`src/rtl/lab_MS_SV4_pack.sv`:
```
// Shared types for the lab_MS_SV4 ALU and its issue/retire queue.
package lab_MS_SV4_pack;

  typedef logic [7:0] data_y;

  typedef enum logic [2:0] {
    ADD = 3'd0,
    SUB = 3'd1,
    MUL = 3'd2,
    DIV = 3'd3,
    VAR = 3'd4
  } opc_t;

  typedef struct packed {
    opc_t  opc;
    data_y op_a;
    data_y op_b;
  } INST_t;

  // One retired result: ALU data, the opcode that made it, and the
  // divide-by-zero flag that forces data to zero.
  typedef struct packed {
    data_y data;
    opc_t  opc;
    logic  dz;
  } RES_t;

  localparam int DEFAULT_IQ_DEPTH = 4;

endpackage

```
`src/rtl/iq_fifo.sv`:
```
// Synchronous FIFO of INST_t with a separately tracked occupancy count.
// Pointers wrap naturally because DEPTH is a power of two.
module iq_fifo
  import lab_MS_SV4_pack::*;
#(
  parameter  int DEPTH = DEFAULT_IQ_DEPTH,
  localparam int AW    = $clog2(DEPTH),
  localparam int CW    = $clog2(DEPTH + 1)
) (
  input  logic          clk,
  input  logic          rst_n,
  input  logic          flush_i,
  input  logic          push_i,
  input  INST_t         data_i,
  input  logic          pop_i,
  output INST_t         head_o,
  output logic          full_o,
  output logic          empty_o,
  output logic [CW-1:0] count_o
);

  INST_t         mem_q [DEPTH];
  logic [AW-1:0] wr_ptr_q, wr_ptr_d;
  logic [AW-1:0] rd_ptr_q, rd_ptr_d;
  logic [CW-1:0] count_q, count_d;
  logic          push_ok, pop_ok;

  assign full_o  = (count_q == CW'(DEPTH));
  assign empty_o = (count_q == '0);
  assign count_o = count_q;
  assign head_o  = mem_q[rd_ptr_q];
  assign push_ok = push_i && !full_o;
  assign pop_ok  = pop_i && !empty_o;

  // Next pointer/count; flush wins over any simultaneous push or pop.
  always_comb begin
    wr_ptr_d = wr_ptr_q;
    rd_ptr_d = rd_ptr_q;
    count_d  = count_q;
    if (flush_i) begin
      wr_ptr_d = '0;
      rd_ptr_d = '0;
      count_d  = '0;
    end else begin
      if (push_ok) wr_ptr_d = wr_ptr_q + 1'b1;
      if (pop_ok)  rd_ptr_d = rd_ptr_q + 1'b1;
      case ({push_ok, pop_ok})
        2'b10:   count_d = count_q + CW'(1);
        2'b01:   count_d = count_q - CW'(1);
        default: count_d = count_q;
      endcase
    end
  end

  // Pointer and count registers.
  always_ff @(posedge clk or negedge rst_n) begin
    if (!rst_n) begin
      wr_ptr_q <= '0;
      rd_ptr_q <= '0;
      count_q  <= '0;
    end else begin
      wr_ptr_q <= wr_ptr_d;
      rd_ptr_q <= rd_ptr_d;
      count_q  <= count_d;
    end
  end

  // Storage array; a flushed push never lands since the slot is unreachable.
  always_ff @(posedge clk) begin
    if (push_ok && !flush_i) mem_q[wr_ptr_q] <= data_i;
  end

endmodule

```
`src/rtl/alu_issue_queue.sv`:
```
// Issue/retire wrapper around the combinational ALU: FIFO -> EX -> RES,
// with a valid/ready result handshake and divide-by-zero masking.
module alu_issue_queue
  import lab_MS_SV4_pack::*;
#(
  parameter  int DEPTH = DEFAULT_IQ_DEPTH,
  localparam int CW    = $clog2(DEPTH + 1)
) (
  input  logic          clk,
  input  logic          rst_n,
  input  logic          flush,
  input  logic          in_valid,
  output logic          in_ready,
  input  INST_t         in_inst,
  output INST_t         alu_inst,
  input  data_y         alu_result,
  output logic          out_valid,
  input  logic          out_ready,
  output data_y         out_data,
  output opc_t          out_opc,
  output logic          out_dz,
  output logic [CW-1:0] count
);

  INST_t fifo_head;
  logic  fifo_full, fifo_empty;
  logic  push, pop, res_free, ex_adv, is_dz;

  logic  ex_valid_q, ex_valid_d;
  INST_t ex_inst_q, ex_inst_d;
  logic  res_valid_q, res_valid_d;
  RES_t  res_q, res_d;

  iq_fifo #(.DEPTH(DEPTH)) u_fifo (
    .clk     (clk),
    .rst_n   (rst_n),
    .flush_i (flush),
    .push_i  (push),
    .data_i  (in_inst),
    .pop_i   (pop),
    .head_o  (fifo_head),
    .full_o  (fifo_full),
    .empty_o (fifo_empty),
    .count_o (count)
  );

  // in_ready looks only at FIFO fullness, so out_ready never reaches it.
  assign in_ready = !fifo_full;
  assign push     = in_valid && !fifo_full;

  // Stage handshakes: RES frees when empty or drained, EX advances into a
  // free RES, and the FIFO pops whenever EX is (or is becoming) empty.
  always_comb begin
    res_free = !res_valid_q || out_ready;
    ex_adv   = ex_valid_q && res_free;
    pop      = !fifo_empty && (!ex_valid_q || ex_adv);
  end

  // Idle EX presents an all-zero instruction to the ALU.
  assign alu_inst = ex_valid_q ? ex_inst_q : '0;
  assign is_dz    = (ex_inst_q.opc == DIV) && (ex_inst_q.op_b == '0);

  // EX next state: load on pop, drain on advance, clear on flush.
  always_comb begin
    ex_valid_d = ex_valid_q;
    ex_inst_d  = ex_inst_q;
    if (flush) begin
      ex_valid_d = 1'b0;
    end else if (pop) begin
      ex_valid_d = 1'b1;
      ex_inst_d  = fifo_head;
    end else if (ex_adv) begin
      ex_valid_d = 1'b0;
    end
  end

  // RES next state: capture on advance, otherwise hold until accepted.
  always_comb begin
    res_valid_d = res_valid_q;
    res_d       = res_q;
    if (flush) begin
      res_valid_d = 1'b0;
    end else if (ex_adv) begin
      res_valid_d = 1'b1;
      res_d.data  = is_dz ? '0 : alu_result;
      res_d.opc   = ex_inst_q.opc;
      res_d.dz    = is_dz;
    end else if (out_ready) begin
      res_valid_d = 1'b0;
    end
  end

  // EX and RES registers.
  always_ff @(posedge clk or negedge rst_n) begin
    if (!rst_n) begin
      ex_valid_q  <= 1'b0;
      ex_inst_q   <= '0;
      res_valid_q <= 1'b0;
      res_q       <= '0;
    end else begin
      ex_valid_q  <= ex_valid_d;
      ex_inst_q   <= ex_inst_d;
      res_valid_q <= res_valid_d;
      res_q       <= res_d;
    end
  end

  assign out_valid = res_valid_q;
  assign out_data  = res_q.data;
  assign out_opc   = res_q.opc;
  assign out_dz    = res_q.dz;

endmodule

```
`config.mk`:
```
export PLATFORM = sky130hd
export DESIGN_NAME = alu_issue_queue
export DESIGN_NICKNAME = d
export VERILOG_FILES = /design/src/rtl/lab_MS_SV4_pack.sv /design/src/rtl/iq_fifo.sv /design/src/rtl/alu_issue_queue.sv
export SDC_FILE = /design/constraint.sdc
export NUM_CORES = 1
export LEC_CHECK = 0
export CORE_MARGIN = 5
export CORE_UTILIZATION = 23
export CTS_CLUSTER_DIAMETER = 100
export CTS_CLUSTER_SIZE = 14
export DETAILED_ROUTE_END_ITERATION = 8
export SLEW_MARGIN = 40
export SYNTH_ARGS = -nofsm -noshare
export SYNTH_HDL_FRONTEND = slang
export SYNTH_SLANG_ARGS = --single-unit
```
`constraint.sdc`:
```
create_clock -name clk -period 5.6 [get_ports clk]
set_clock_uncertainty 0.1 [all_clocks]
set_input_delay 0.84 -clock clk [delete_from_list [all_inputs] [get_ports clk]]
set_output_delay 0.84 -clock clk [all_outputs]
set_load 0.05 [all_outputs]
```
Yosys cells after proc, flatten, opt, wreduce, memory -nomap -nowiden
Memory sizes are Yosys's and may differ from the RTL's. A register that Yosys moved wholly into a read port is not among the register bits.
Cells that the tools add are included.
Widths: inputs -> output; s select.
{"block": "classes", "addsub": 4, "eq_ne": 4, "mux": 16, "n_bitwise": 1, "reduce_logical": 24}
{"operator": "$mux 19", "count": 1}
{"operator": "$reduce_bool 3->1", "count": 3}
{"operator": "$logic_not 8->1", "count": 1}
{"operator": "$mux 1", "count": 8}
{"operator": "$mux 2", "count": 4}
{"operator": "$mux 8", "count": 1}
{"operator": "$logic_and 1x1->1", "count": 7}
{"operator": "$logic_not 1->1", "count": 6}
{"operator": "$pmux 3 s2", "count": 1}
{"operator": "$add 2x1->2 const B", "count": 2}
{"operator": "$reduce_and 2->1", "count": 2}
{"operator": "$reduce_bool 2->1", "count": 2}
{"operator": "$add 3x1->3 const B", "count": 1}
{"operator": "$eq 3x2->1 const B", "count": 1}
{"operator": "$eq 3x3->1 const B", "count": 1}
{"operator": "$logic_not 3->1", "count": 1}
{"operator": "$mux 3", "count": 1}
{"operator": "$sub 3x1->3 const B", "count": 1}
{"operator": "$eq 2x1->1 const B", "count": 1}
{"operator": "$eq 2x2->1 const B", "count": 1}
{"operator": "$logic_or 1x1->1", "count": 2}
{"operator": "$not 1->1", "count": 1}
{"block": "word_totals", "ff_bits": 21, "ram_bits": 76, "inputBits": 32, "output_inout_bits": 36, "n_memories": 1}
{"memory": "u_fifo.mem_q", "depth": 4, "word_bits": 19, "read_ports": 1, "rd_clocked_by_memory_dff": 1, "wr": 1, "line_no": "iq_fifo.sv:22", "rtl": "INST_t mem_q [DEPTH];"}

Logic depth before layout (Yosys ltp)
Gate-level depths: netlist (run 1).
{"block": "depth", "word_depth": 9, "ltp_mapped": 8, "ltp_nobuf": 7}

Hierarchy
From an unflattened synthesis (run 1), not the netlist that was laid out.
{"block": "hier_totals", "hier_cells": 276, "area_unflattened_um2": 4800.9}
{"module": "iq_fifo", "n_inst": 1, "cells_per_inst": 163, "area_per_inst_um2": 3281.9}
{"module": "alu_issue_queue", "n_inst": 1, "cells_per_inst": 113, "area_per_inst_um2": 1519.0}

Least setup slack after synthesis (run 1)
Ideal clock, no wire load.
{"block": "synth_path", "path_type": "input-to-reg", "start": "input port out_ready", "end": "register u_fifo.count_q[2], in the netlist u_fifo.count_o[2]", "setup_time_ns": 0.082, "arrival_ns": 2.664, "required_ns": 5.418, "setup_slack_ns": 2.754, "cell_stages": 8, "path_buffers": 1, "cell_sequence": "and3b_4 > or2_1 > buf_6 > a21oi_1 > fa_1 > or4_1 > a21o_1 > a31oi_1"}
{"block": "synth_via", "elab_chain_len": 8, "word_cells_on_any_way": 10, "cone_classes": "eq/ne: 2; mux: 2; reduce/logical: 6"}
{"element": "from (decl)", "line_no": "alu_issue_queue.sv:18", "rtl": "input logic out_ready,"}
{"element": "$logic_or 1x1->1 *", "line_no": "alu_issue_queue.sv:54", "rtl": "res_free = !res_valid_q || out_ready;"}
{"element": "$logic_and 1x1->1 *", "line_no": "alu_issue_queue.sv:55", "rtl": "ex_adv = ex_valid_q && res_free;"}
{"element": "$logic_or 1x1->1 *", "line_no": "alu_issue_queue.sv:56", "rtl": "pop = !fifo_empty && (!ex_valid_q || ex_adv);"}
{"element": "$logic_and 1x1->1 *", "line_no": "alu_issue_queue.sv:56"}
{"element": "$logic_and 1x1->1 *", "line_no": "iq_fifo.sv:33", "rtl": "assign pop_ok = pop_i && !empty_o;"}
{"element": "$eq 2x1->1 / $eq 2x2->1 (equally long branches)", "line_no": "iq_fifo.sv:47", "rtl": "case ({push_ok, pop_ok})"}
{"element": "$pmux 3 s2", "line_no": "iq_fifo.sv:47"}
{"element": "$mux 3", "line_no": "iq_fifo.sv:40", "rtl": "if (flush_i) begin"}
{"element": "to (signal assigned)", "line_no": "iq_fifo.sv:64", "rtl": "count_q <= count_d;"}
{"element": "to (decl)", "line_no": "iq_fifo.sv:25", "rtl": "logic [CW-1:0] count_q, count_d;"}
Mark *: on every way between the ends. The rest lies on a longest branch, timed or not.
A chain may end at the register's enable or synchronous reset.

==> results of run 1 <==
## flip-flops by register name, summed over array words and instances, names as in the netlist, 2 cells and up
register and cells:
ex_inst_q 19, out_data 8, out_opc 3, u_fifo.count_o 3
u_fifo.mem_q 76, u_fifo.rd_ptr_q 2, u_fifo.wr_ptr_q 2
## metrics by stage
stage                     cells  setup WS [ns]  total power, mW
final                       636           2.33             3.30
after global routing        636           2.14             3.47
after CTS                   636           2.29             3.35
after detailed placement    604           1.93             2.29
after global placement      604           2.04             2.26
after floorplan             277           2.75             1.97
## synthesized netlist by cell type (2+ instances only)
| library cell | count | area (µm²) |
|---|---|---|
| nand2_1 | 29 | 109 |
| dfrtp_1 | 40 | 1000 |
| nand2b_1 | 2 | 12.5 |
| buf_2 | 3 | 15.0 |
| and2_1 | 23 | 144 |
| inv_1 | 2 | 7.51 |
| buf_6 | 3 | 33.8 |
| a21oi_1 | 3 | 15.0 |
| nor2_1 | 8 | 30.0 |
| and2b_1 | 2 | 15.0 |
| o21ai_0 | 9 | 45.0 |
| nand3_1 | 2 | 10.0 |
| mux2_4 | 11 | 165 |
| edfxtp_1 | 76 | 2280 |
| xnor2_1 | 2 | 17.5 |
| mux2_2 | 10 | 113 |
| ha_1 | 4 | 50.1 |
| nor3b_1 | 2 | 15.0 |
| mux4_2 | 19 | 428 |
| clkbuf_1 | 5 | 18.8 |
## power groups by stage
stage / combinational (mW) / clock [mW] / sequential (mW)
2_1_floorplan: 0.650 / 0 / 1.32
3_3_place_gp: 1.04 / 0 / 1.22
3_5_place_dp: 1.05 / 0 / 1.23
4_1_cts: 1.06 / 1.07 / 1.22
5_1_grt: 1.11 / 1.12 / 1.24
6_report: 1.04 / 1.05 / 1.21
## worst paths after layout
path                                                   to  slack, ns  cells past startpoint
max                                           alu_inst[6]       2.33                      2
min                               out_data[3]$_DFFE_PN0P_       0.33                      1
max reg2reg                 u_fifo.count_o[2]$_DFFE_PN0P_       2.40                      7
min reg2reg                        out_opc[0]$_DFFE_PN0P_       0.38                      2
max in group asynchronous  u_fifo.rd_ptr_q[1]$_DFFE_PN0P_       4.66                      1
min in group clk                   out_opc[0]$_DFFE_PN0P_       0.38                      2
## worst reg2reg max path, stage by stage, from the launching register on
cell,delay (ns)
dfrtp_1,0.82
and3b_4,0.35
or2_1,0.37
a21oi_1,0.12
fa_1,0.48
or4_1,0.54
a21o_1,0.18
a31oi_1,0.16
## layout make-up
type / count / area (µm²)
multi-input combinational: 147 / 1400
sequential: 116 / 3280
inverter: 2 / 7.51
fill: 1974 / 14100
tap: 270 / 338
timing repair buffer: 69 / 683
clock inverter: 15 / 155
clock buffer: 17 / 425
## kinds of logic (layout without fill, tap and decap cells)
family	count (synthesis)	in the layout	share of synthesized area
buffers and inverters	14	103	0.0199
DFF	116	116	0.687
and+or+nand+nor	81	81	0.0987
muxes	41	41	0.150
AOI/OAI and AO/OA	16	16	0.0183
xor gates and xnor gates	4	4	0.0113
adders and majority gates	5	5	0.0147
## per-layer routing
layer,global-route usage,up-vias
li1,-,1190
met1,0.112,1320
met2,0.142,68
met3,0.0396,4
met4,0.0252,0
met5,0,-
==> impl_metrics.ini, run 1 <==
[sta]
relSlewSlack = 0.505
worst_pin_slew_ns = 0.736
setup_viol = 0
fin_setup_tns_ns = 0
finalMaxSlewViolations = 0
holdWs_ns = 0.328
fin_crit_ns = 3.27
fmax_mhz = 306
finalHoldViolations = 0
period_share = 0.584
rsz0062_at_grt = no

[worst_setup_path]
crit_family = flip-flops
critPathBufInv = 1
crit_type = flop to primary output
required_ns = 4.66
reg2reg_from = ex_valid_q$_DFFE_PN0P_
worstPathMaxFanout = 24
crit_chain = and2_1, clkdlybuf4s50_1
worstSetupEndpointType = primary output
slowest_stage = dfrtp_1
start_kind = flop
startpoint = ex_valid_q$_DFFE_PN0P_
slowest_delay_ns = 0.82
crit_arrival_ns = 2.33

[die]
dieArea_um2 = 23800
coreArea_um2 = 20400
start_util = 0.235
num_rows = 52
die_h_um = 154
die_x_um = 154
io_pins = 68

[detailed_routing]
avgViaCountPerCell = 4.06
top_layer_used = met4
via_count = 2582
drc_errors = 0
dr_wl_met2_mm = 5.03
antenna_left = 0
wl_mm = 10.1
wl_met3_um = 620
routedWlPerCell_um = 15.9
met1_length_mm = 4.41
first_pass_iters = 4
first_iter_violations = 126

[logic_synthesis]
synth_fp_nets = 314
yosysWarnings = 0
synth-seq-cells = 116
synth_ff_type = edfxtp_1
syn_area_um2 = 4780
synth_cell_types = 42
avgSynthCellArea_um2 = 17.2
postSynth.asyncResetShare = 0.345
synthCells = 277
yosysSeqAreaShare = 0.687
synth-edff-count = 76

[global_routing]
first_global_vias = 2776
overflow = 0
grt_antenna_before_repair = 0
grt_max_degree = 41
grtUsageTotal = 0.0896
grt_pass1_wl_mm = 16.1

[power_and_ir_drop]
p_sw_mw = 1.11
irDropWorstVdd_v = 0.000207
cellLeakagePower_nw = 2.24
p_comb_frac = 0.314
switching_share = 0.337
p_per_area_nw_per_um2 = 524
internal_power_mw = 2.19
clock_power_share = 0.318
power_frac_seq = 0.368

[clocking]
cts_tree = done
clk_pin_slew_ns = 0.06
clk_latency_ns = 0.40
cts.sink_count = 116
cts_setup_buffers = 0
clk_path_buf_depth = 2
cts_buffers = 17
htree_num_levels = 4
ctsResizeCount = 0
clock_tree.root_cell = clkbuf_16
ctsHoldBuffers = 0

[place]
gp_congestion = 0.718
place_area_um2 = 5720
io_buffers = 67
hpwl_mm = 6.56

[final_layout]
nets = 390
fin_area_um2 = 6300
final_util = 0.309
layout_common_cells = edfxtp_1 (76), clkdlybuf4s50_1 (66), dfrtp_1 (39)
areaGrowthSynthToFinish_pct = 31.8
n_antenna_cell = 0
drive_gt1_frac = 0.238
final_common_cell = edfxtp_1

[outcome]
status = completed

[job]
max-cap-violations = 0

[worst_hold_path]
hold_path.class = input port to asynchronous set/reset pin
Note: power is estimated with default switching activity, not from simulation.
==> inputs of run 2 (changes only) <==
Clock period 5.6 ns to 3.2 ns, I/O delays scaled along.
==> impl_metrics.ini, run 2 (synthesis gave the netlist of run 1 again) <==
[final_layout]
drive_gt1_frac = 0.242
fin_cells = 646
n_antenna_cell = 0
nets = 400
layout_common_cells = edfxtp_1 (76), clkdlybuf4s50_1 (66), dfrtp_1 (39)
largest_register_ffs = 76
areaGrowthSynthToFinish_pct = 33.9
regMostFlops = u_fifo.mem_q
fill_cells = 1992
final_common_cell = edfxtp_1

[power_and_ir_drop]
irDropWorstVdd_v = 0.000326
total_power_mw = 5.88
cellLeakagePower_nw = 2.31
p_per_area_nw_per_um2 = 920

[die]
start_util = 0.235
dieArea_um2 = 23800
die_x_um = 154
die_h_um = 154
num_rows = 52
coreArea_um2 = 20400
io_pins = 68

[clocking]
clock_tree.root_cell = clkbuf_16
cts.sink_count = 116
htree_num_levels = 4
cts_buffers = 17
cts_tree = done
clk_pin_slew_ns = 0.06
clk_path_buf_depth = 2
clk_latency_ns = 0.40

[place]
place_inst = 613
pre_cts_ws_ns = 0.290
gp_congestion = 0.730
hpwl_mm = 6.62
io_buffers = 67

[sta]
finalHoldViolations = 0
setup_viol = 0
period_share = 0.895
fmax_mhz = 349
finalMaxSlewViolations = 0
relSlewSlack = 0.521
fin_crit_ns = 2.86
fin_setup_tns_ns = 0
fin_ws_ns = 0.336
worst_pin_slew_ns = 0.712
rsz0062_at_grt = no

[worst_setup_path]
worstSetupEndpointType = primary output
startpoint = ex_valid_q$_DFFE_PN0P_
crit_arrival_ns = 2.28
worstPathMaxFanout = 15
critPathBufInv = 2
crit_type = flop to primary output
reg2reg_from = ex_valid_q$_DFFE_PN0P_
crit_family = buffers and inverters
crit_chain = buf_4, and2_1, clkdlybuf4s50_1
start_kind = flop
reg2reg_slack_ns = 0.63
slowest_stage = clkdlybuf4s50_1
slowest_delay_ns = 0.81
required_ns = 2.62

[global_routing]
grt_pass1_wl_mm = 16.3
grt_antenna_before_repair = 0
first_global_vias = 2815
overflow = 0
grt_max_degree = 41
grtUsageTotal = 0.0908

[detailed_routing]
routedWlPerCell_um = 15.9
antenna_left = 0
drc_errors = 0
via_count = 2618
avgViaCountPerCell = 4.05
top_layer_used = met4
wl_mm = 10.3
dr_wl_met2_mm = 5.25
first_pass_iters = 4
first_iter_violations = 115
met1_length_mm = 4.35
wl_met3_um = 636

[outcome]
status = completed

[worst_hold_path]
hold_path.class = flop to flop
hp-start = out_data[4]$_DFFE_PN0P_

[job]
max-cap-violations = 0
## run 2: cell count changes in the layout (fill, tap and decap cells not counted), sizes merged
cell	before	now
clkinv	5	8
clkinvlp	5	1
dlygate4sd3	0	1
bufinv	2	3
buf	3	12
## run 2: cell type report
cell class / count / area [µm²] / area share
clock inverters: 15 / 180 / 0.0282
inverters: 2 / 7.51 / 0.00117
clock buffers: 17 / 425 / 0.0665
well taps: 270 / 338 / 0.0528
repair buffers: 79 / 761 / 0.119
multi-input cells: 147 / 1400 / 0.219
flip-flops and latches: 116 / 3280 / 0.514
## run 2: final timing paths
kind                       depth (start not counted)                              to
min reg2reg                                        2         out_data[4]$_DFFE_PN0P_
max                                                3                    alu_inst[16]
min in group asynchronous                          2   u_fifo.count_o[2]$_DFFE_PN0P_
min                                                2         out_data[4]$_DFFE_PN0P_
max in group asynchronous                          2  u_fifo.rd_ptr_q[1]$_DFFE_PN0P_
max reg2reg                                        7   u_fifo.count_o[2]$_DFFE_PN0P_
## run 2: worst min-delay path: stages, from the launching register on
cell and delay (ns):
dfrtp_1 0.33, nand2_1 0.05, o21ai_0 0.06
## run 2: routing by layer
layer | GRT usage | vias to the layer above
met5 | 0 | -
met4 | 0.0290 | 0
met3 | 0.0332 | 5
met2 | 0.150 | 74
met1 | 0.111 | 1332
li1 | - | 1207
## run 2: stage by stage
stage           util  hold WS [ns]  area (µm²)
3_3_place_gp   0.284         0.357        5780
3_5_place_dp   0.284         0.370        5780
2_1_floorplan      -        0.0844        4780
6_report       0.314         0.376        6390
5_1_grt        0.314         0.408        6390
4_1_cts        0.314         0.382        6390
## run 2: power by group
group | internal [mW] | switching [mW] | total, mW
registers | 1.88 | 0.238 | 2.12
clock network | 1.23 | 0.675 | 1.90
logic | 0.832 | 1.03 | 1.86
## run 2: repair_timing
item,in CTS,in global routing
hold buffers,1,0
setup buffers,0,0
hold endpoints to repair,22,0
resized for setup,0,0
==> inputs of run 3 (changes only) <==
--- a/config.mk
+++ b/config.mk
@@ -6,4 +6,5 @@
 export NUM_CORES = 1
 export LEC_CHECK = 0
+export CAP_MARGIN = 20
 export CORE_MARGIN = 5
 export CORE_UTILIZATION = 23
==> constraint.sdc (replaced) <==
create_clock -name clk -period 3.2 [get_ports clk]
set_clock_uncertainty 0.1 [all_clocks]
set_input_delay 0.48 -clock clk [delete_from_list [all_inputs] [get_ports clk]]
set_output_delay 0.48 -clock clk [all_outputs]
set_load 0.01 [all_outputs]
==> impl_metrics.ini, run 3 (synthesis gave the netlist of run 1 again) <==
[die]
start_util = 0.235
io_pins = 68
dieArea_um2 = 23800
coreArea_um2 = 20400
die_h_um = 154
die_x_um = 154
num_rows = 52

[clocking]
clock_tree.root_cell = clkbuf_16
clk_pin_slew_ns = 0.06
cts_buffers = 17
clk_latency_ns = 0.41
clk_path_buf_depth = 2
cts.sink_count = 116
htree_num_levels = 4
ctsResizeCount = 0
cts_tree = done

[detailed_routing]
drc_errors = 0
avgViaCountPerCell = 4.00
antenna_left = 0
routedWlPerCell_um = 15.9
via_count = 2583
first_pass_iters = 4
wl_mm = 10.3
first_iter_violations = 96

[final_layout]
largest_register_ffs = 76
regMostFlops = u_fifo.mem_q
final_util = 0.313
final_common_cell = edfxtp_1
layout_common_cells = edfxtp_1 (76), clkdlybuf4s50_1 (66), dfrtp_1 (39)
nets = 400
n_antenna_cell = 0
fin_cells = 646
drive_gt1_frac = 0.245
areaGrowthSynthToFinish_pct = 33.6
fin_area_um2 = 6380

[worst_setup_path]
crit_type = input port to flop
reg2reg_from = u_fifo.count_o[0]$_DFFE_PN0P_
rr_worst_depth = 6
reg2reg_slack_ns = 0.62
crit_chain = clkdlybuf4s50_1, and3b_4, or2_1, a21oi_1, fa_1, or4_1, a21o_1, a31oi_1
worstPathMaxFanout = 5
required_ns = 3.42
slowest_stage = or4_1
crit_arrival_ns = 2.81
slowest_delay_ns = 0.56
r2r-end = u_fifo.count_o[2]$_DFFE_PN0P_
worstSetupEndpointType = flop
start_kind = input port

[sta]
finalHoldViolations = 0
period_share = 0.807
fin_ws_ns = 0.617
holdWs_ns = 0.376
setup_viol = 0
fin_setup_tns_ns = 0
fmax_mhz = 387
worst_pin_slew_ns = 0.718
fin_crit_ns = 2.58
finalMaxSlewViolations = 0
rsz0062_at_grt = no
relSlewSlack = 0.517

[power_and_ir_drop]
irDropWorstVdd_v = 0.000430
p_per_area_nw_per_um2 = 843
cellLeakagePower_nw = 2.30
total_power_mw = 5.38

[worst_hold_path]
holdPathEnd = out_opc[0]$_DFFE_PN0P_
hold_path.class = flop to flop
hp-start = out_opc[0]$_DFFE_PN0P_
whs_path_depth = 2

[place]
place_area_um2 = 5780
io_buffers = 67
hpwl_mm = 6.58
gp_congestion = 0.714
place_inst = 613
pre_cts_ws_ns = 0.224

[global_routing]
first_global_vias = 2807
grt_max_degree = 41
grtUsageTotal = 0.0898
grt_pass1_wl_mm = 16.0
grt_antenna_before_repair = 0
overflow = 0

[outcome]
status = completed

[job]
max-cap-violations = 0
==> run 3: cell count changes in the layout (fill, tap and decap cells not counted) <==
| cell | previous run | this run |
|---|---|---|
| bufinv_16 | 3 | 2 |
| clkinv_1 | 2 | 1 |
| clkinv_4 | 5 | 2 |
| clkbuf_8 | 0 | 1 |
| inv_8 | 0 | 1 |
| clkinv_2 | 1 | 2 |
| clkinvlp_4 | 1 | 3 |
==> run 3: per-layer routing <==
metal	up-vias	GRT usage	wire length [µm]
li1	1212	-	-
met1	1282	0.105	4350
met2	72	0.148	5090
met3	17	0.0337	665
met4	0	0.0391	156
met5	-	0	0
==> run 3: report_power, final <==
part	leakage (nW)	switching [mW]	internal (mW)	total, mW
clock network	0.283	0.680	1.17	1.85
logic	0.831	0.588	0.835	1.42
registers	1.18	0.220	1.88	2.10
==> run 3: worst max path at each step <==
stage	start	end	slack [ns]	cells after the start
floorplan	out_ready	u_fifo.count_o[2]$_DFFE_PN0P_	0.72	8
global placement	out_ready	u_fifo.count_o[2]$_DFFE_PN0P_	0.35	8
detailed placement	out_ready	u_fifo.count_o[2]$_DFFE_PN0P_	0.22	8
CTS	u_fifo.count_o[0]$_DFFE_PN0P_	in_ready	0.59	2
global route	u_fifo.count_o[0]$_DFFE_PN0P_	u_fifo.count_o[2]$_DFFE_PN0P_	0.52	6
finish	out_ready	u_fifo.count_o[2]$_DFFE_PN0P_	0.62	8
==> run 3: worst max-delay path: cells and delay by family <==
family	cells	cell delay (ns)
fa+ha+maj	1	0.45
compound gates	3	0.42
buf+inv	1	0.43
simple gates	3	1.02
==> run 3: repair_timing <==
| item | 4_1_cts | 5_1_grt |
|---|---|---|
| setup endpoints to repair | 0 | 0 |
| hold buffers | 1 | 0 |
| hold endpoints to repair | 40 | 0 |
| buffers inserted | 0 | 0 |
==> run 3: final cells by class <==
class,instances,area (µm²)
well taps,270,338
clock buffers,18,439
fillers,2006,14000
inverters,2,7.51
flip-flops and latches,116,3280
clock inverters,14,151
repair buffers,79,761
multi-input cells,147,1400
